--- src/rtl/bus_pkg.sv ---
// Shared types and widths for the CPU-side bus cycle sequencer.
// Imported by bus_cycle_sequencer; also visible to the parent beside Bus_Conductor.
package bus_pkg;

  localparam int BUS_W = 8;
  localparam int CNT_W = 4;

  typedef enum logic [1:0] {
    IDLE,
    ADDR,
    DATA,
    ACK
  } bus_state_t;

endpackage

--- src/rtl/bus_cycle_sequencer.sv ---
// Sequences single CPU reads/writes as ALE address phase, timed data phase, ack.
// BUS_READY_EN adds a ready input that stretches the data phase once the wait count expires.
module bus_cycle_sequencer
  import bus_pkg::*;
#(
  parameter int WAIT_CYCLES = 1
) (
  input  logic             clk,
  input  logic             rst_n,
  input  logic             req,
  input  logic             we,
  input  logic [BUS_W-1:0] addr,
  input  logic [BUS_W-1:0] wdata,
  output logic             ack,
  output logic [BUS_W-1:0] rdata,
  output logic             busy,
  output logic             ALE,
  output logic             adbd,
  output logic [BUS_W-1:0] addr_bus,
  output logic [BUS_W-1:0] Data_Bus_Out,
  input  logic [BUS_W-1:0] Data_Bus_In,
  output logic             rd_n,
`ifdef BUS_READY_EN
  output logic             wr_n,
  input  logic             ready
`else
  output logic             wr_n
`endif
);

  bus_state_t       state;
  logic             we_q;
  logic [CNT_W-1:0] cnt;
  logic             rdy;

`ifdef BUS_READY_EN
  assign rdy = ready;
`else
  assign rdy = 1'b1;
`endif

  // Outputs are registered alongside the state so they match its decode.
  always_ff @(posedge clk or negedge rst_n) begin
    if (!rst_n) begin
      state        <= IDLE;
      we_q         <= 1'b0;
      cnt          <= '0;
      ALE          <= 1'b0;
      adbd         <= 1'b0;
      rd_n         <= 1'b1;
      wr_n         <= 1'b1;
      ack          <= 1'b0;
      busy         <= 1'b0;
      addr_bus     <= '0;
      Data_Bus_Out <= '0;
      rdata        <= '0;
    end else begin
      ALE  <= 1'b0;
      adbd <= 1'b0;
      rd_n <= 1'b1;
      wr_n <= 1'b1;
      ack  <= 1'b0;
      unique case (state)
        IDLE: begin
          if (req) begin
            state        <= ADDR;
            addr_bus     <= addr;
            Data_Bus_Out <= wdata;
            we_q         <= we;
            cnt          <= CNT_W'(WAIT_CYCLES);
            ALE          <= 1'b1;
            busy         <= 1'b1;
          end
        end
        ADDR: begin
          state <= DATA;
          adbd  <= we_q;
          wr_n  <= ~we_q;
          rd_n  <= we_q;
        end
        DATA: begin
          if (cnt != '0) begin
            cnt  <= cnt - 1'b1;
            adbd <= we_q;
            wr_n <= ~we_q;
            rd_n <= we_q;
          end else if (rdy) begin
            state <= ACK;
            ack   <= 1'b1;
            if (!we_q) rdata <= Data_Bus_In;
          end else begin
            adbd <= we_q;
            wr_n <= ~we_q;
            rd_n <= we_q;
          end
        end
        ACK: begin
          state <= IDLE;
          busy  <= 1'b0;
        end
        default: begin
          state <= IDLE;
          busy  <= 1'b0;
        end
      endcase
    end
  end

endmodule
--- config.mk ---
export PLATFORM = sky130hd
export DESIGN_NAME = bus_cycle_sequencer
export DESIGN_NICKNAME = d
export VERILOG_FILES = /design/src/rtl/bus_pkg.sv /design/src/rtl/bus_cycle_sequencer.sv
export SDC_FILE = /design/constraint.sdc
export NUM_CORES = 1
export LEC_CHECK = 0
export ABC_AREA = 0
export CORE_ASPECT_RATIO = 1.75
export CORE_UTILIZATION = 48
export DETAILED_ROUTE_END_ITERATION = 8
export PLACE_DENSITY_LB_ADDON = 0.2
export SYNTH_ARGS = -nofsm -noshare
export SYNTH_HDL_FRONTEND = slang
export SYNTH_SLANG_ARGS = --single-unit
--- constraint.sdc ---
create_clock -name clk -period 5.1 [get_ports clk]
set_clock_uncertainty 0.05 [all_clocks]
set_input_delay 1.02 -clock clk [delete_from_list [all_inputs] [get_ports clk]]
set_output_delay 1.02 -clock clk [all_outputs]
set_load 0.02 [all_outputs]
==> flow_summary.json <==
{
  "status": "completed",
  "synth_top_cell_area_share": 0.526,
  "dr.pass1.iters": 4,
  "crit_fanout": 1,
  "syn2layout_area_growth_pct": 42.8,
  "fillers": 243,
  "grt_pass1_vias": 1180,
  "numCtsBuffers": 5,
  "die_width_um": 46.5,
  "via_count": 1227,
  "synth_common_cells": "35 x dfrtp_1, 15 x mux2_2, 11 x mux2_1, 9 x inv_1, 7 x ha_1",
  "coreArea_um2": 3330,
  "insertion_delay_ns": 0.28,
  "synth_area_leaders": "dfrtp_1 53%, mux2_2 10%, mux2_1 7.4%, ha_1 5.3%, dfstp_2 3.2%",
  "synth_top_area_cell": "dfrtp_1",
  "finalSetupTns_ns": 0,
  "synthDistinctLibCells": 34,
  "ir_drop_mv": 0.437,
  "min_period_over_period": 0.484,
  "synthArstFlopShare": 1.00,
  "worst_ep_arrival_time_ns": 1.40,
  "ios": 58,
  "clock-root-buffer": "clkbuf_8",
  "synth.most_common_cell": "dfrtp_1",
  "worst_hold_slack_ns": 0.442,
  "hpwl_um": 2660,
  "startpoint_type": "register",
  "portBuffers": 57,
  "die_area_um2": 3720,
  "placed_area_um2": 2270,
  "ant_nets": 0,
  "cts_hold_buffers": 0,
  "max_stage_delay_ns": 0.60,
  "final_cell_area_um2": 2380,
  "synth_edf_count": 0,
  "num_rows": 28,
  "cts_max_level": 2,
  "ys_ff_latch": 37,
  "synth_nets": 163,
  "yosys_warnings": 0,
  "crit_chain": "clkdlybuf4s50_1",
  "startpoint": "rd_n",
  "clk_path_buf_depth": 2,
  "power.total_w": 0.00155,
  "min_to": "rdata[7]",
  "cts_tree": "done",
  "cts_sinks": 37,
  "drc_errors": 0,
  "cts_setup_buffers": 0,
  "synth_top_flop_cell": "dfrtp_1",
  "syn_avg_cell_area_um2": 13.0,
  "initial_core_util": 0.500,
  "drv_cap": 0,
  "timing.rr.end": "rdata[0]",
  "slew_headroom": 0.628,
  "drv_slew": 0,
  "clk_pin_slew_ns": 0.07,
  "antennaDiodeCount": 0,
  "drtIter0Drc": 28,
  "hold_violations": 0,
  "die_h_um": 79.9,
  "routedWlPerCell_um": 15.0,
  "min_path_type": "reg2reg",
  "grt.overflow.total": 0,
  "cp_top_family": "buffers and inverters",
  "cp.required_ns": 4.03,
  "synth_area_um2": 1660,
  "finalSetupViolCount": 0,
  "max_freq_ghz": 0.405,
  "nets": 223,
  "grt_pass1_wl_um": 5340,
  "rrSetupSlack_ns": 2.91,
  "r2r_cells": 5,
  "cp.depth": 1,
  "min_from": "rdata[7]",
  "gp_congestion": 0.752,
  "tightest_slew_ns": 0.558,
  "hold_path_depth": 1,
  "rsz0062_at_grt": "no",
  "layout_min_cycle_time_ns": 2.47,
  "p_leak_nw": 1.05,
  "powerDensity_nw_per_um2": 653,
  "avgViaCountPerCell": 5.24,
  "slowest_stage": "clkdlybuf4s50_1",
  "finalWirelength_um": 3500,
  "ys_seq_area_frac": 0.558,
  "grtUsageTotal": 0.201,
  "crit-reg2reg-launch": "state[0]",
  "synth_cells": 128,
  "crit_buf_inv": 1,
  "drive_gt1_frac": 0.159,
  "endpoint_kind": "output port",
  "post_cts_resized": 0,
  "antenna_found_initial": 0,
  "grt_max_degree": 38,
  "crit_type": "reg2out"
}
==> registers in the layout (all words and copies together), names as in the netlist, 2 cells and up <==
name	count
Data_Bus_Out	8
addr_bus	8
cnt	4
rdata	8
state	2
==> worst register-to-register path, stage by stage, from the launching register on <==
cell and delay (ns):
dfrtp_1 0.43, inv_1 0.13, ha_1 0.53, nand4bb_1 0.28
nor2_4 0.29, mux2_1 0.37
==> layout make-up <==
class | instances | area [um^2] | area share
repair buffers | 58 | 578 | 0.243
inverters | 9 | 33.8 | 0.0142
clock inverters | 1 | 5.00 | 0.00211
well taps | 45 | 56.3 | 0.0237
clock buffers | 7 | 96.3 | 0.0405
multi-input cells | 77 | 678 | 0.285
flip-flops and latches | 37 | 928 | 0.391
==> how the worst max path moves through the flow <==
stage	slack, ns	end
floorplan	3.04	Data_Bus_Out[2]
global placement	2.60	Data_Bus_Out[1]
detailed placement	2.56	Data_Bus_Out[1]
CTS	2.62	rd_n
global route	2.60	rd_n
finish	2.63	rd_n
==> metrics by stage <==
step           cells  utilization  setup slack (ns)
6_report         234        0.714              2.63
5_1_grt          234        0.714              2.60
4_1_cts          234        0.714              2.62
3_5_place_dp     226        0.683              2.56
3_3_place_gp     226        0.683              2.60
2_1_floorplan    128            -              3.04
==> power breakdown <==
part / internal [W] / switching [W]
registers: 0.000442 / 0.0000892
clock network: 0.000122 / 0.0000973
logic: 0.000407 / 0.000394
total: 0.000971 / 0.000580
==> logic make-up (layout without fill, tap and decap cells) <==
family                     after synthesis  after routing  share of synthesized area
AOI/OAI and AO/OA                       17             17                     0.0692
adders and majority gates                7              7                     0.0526
buffers and inverters                   14             75                     0.0346
DFF                                     37             37                      0.558
muxes                                   29             29                      0.194
and+or+nand+nor                         24             24                     0.0917
==> placed cells by master (no fill, tap or decap), types with 2 or more instances in the layout <==
cell             Yosys  layout
o21ai_0              2       2
a21oi_1              5       5
mux2_2              15      15
mux2_1              11      11
ha_1                 7       7
clkdlybuf4s50_1      0      57
o21ai_1              2       2
nor2_1               3       3
inv_1                9       9
dfstp_2              2       2
nand2b_1             4       4
mux2i_1              3       3
nand2_1              3       3
dfrtp_1             35      35
clkbuf_8             0       7
nand3b_1             2       2
nor2b_1              3       3
==> routing by layer <==
layer  vias up  wire length (um)  track usage  part of all wire
met2        42              1890        0.342              0.54
met3         8               193       0.0543             0.055
li1        567                 -            -                 -
met4         0                89       0.0912             0.025
met5         -                 0            0                 0
met1       610              1330        0.218              0.38
Power figures use the tool's default switching activity.
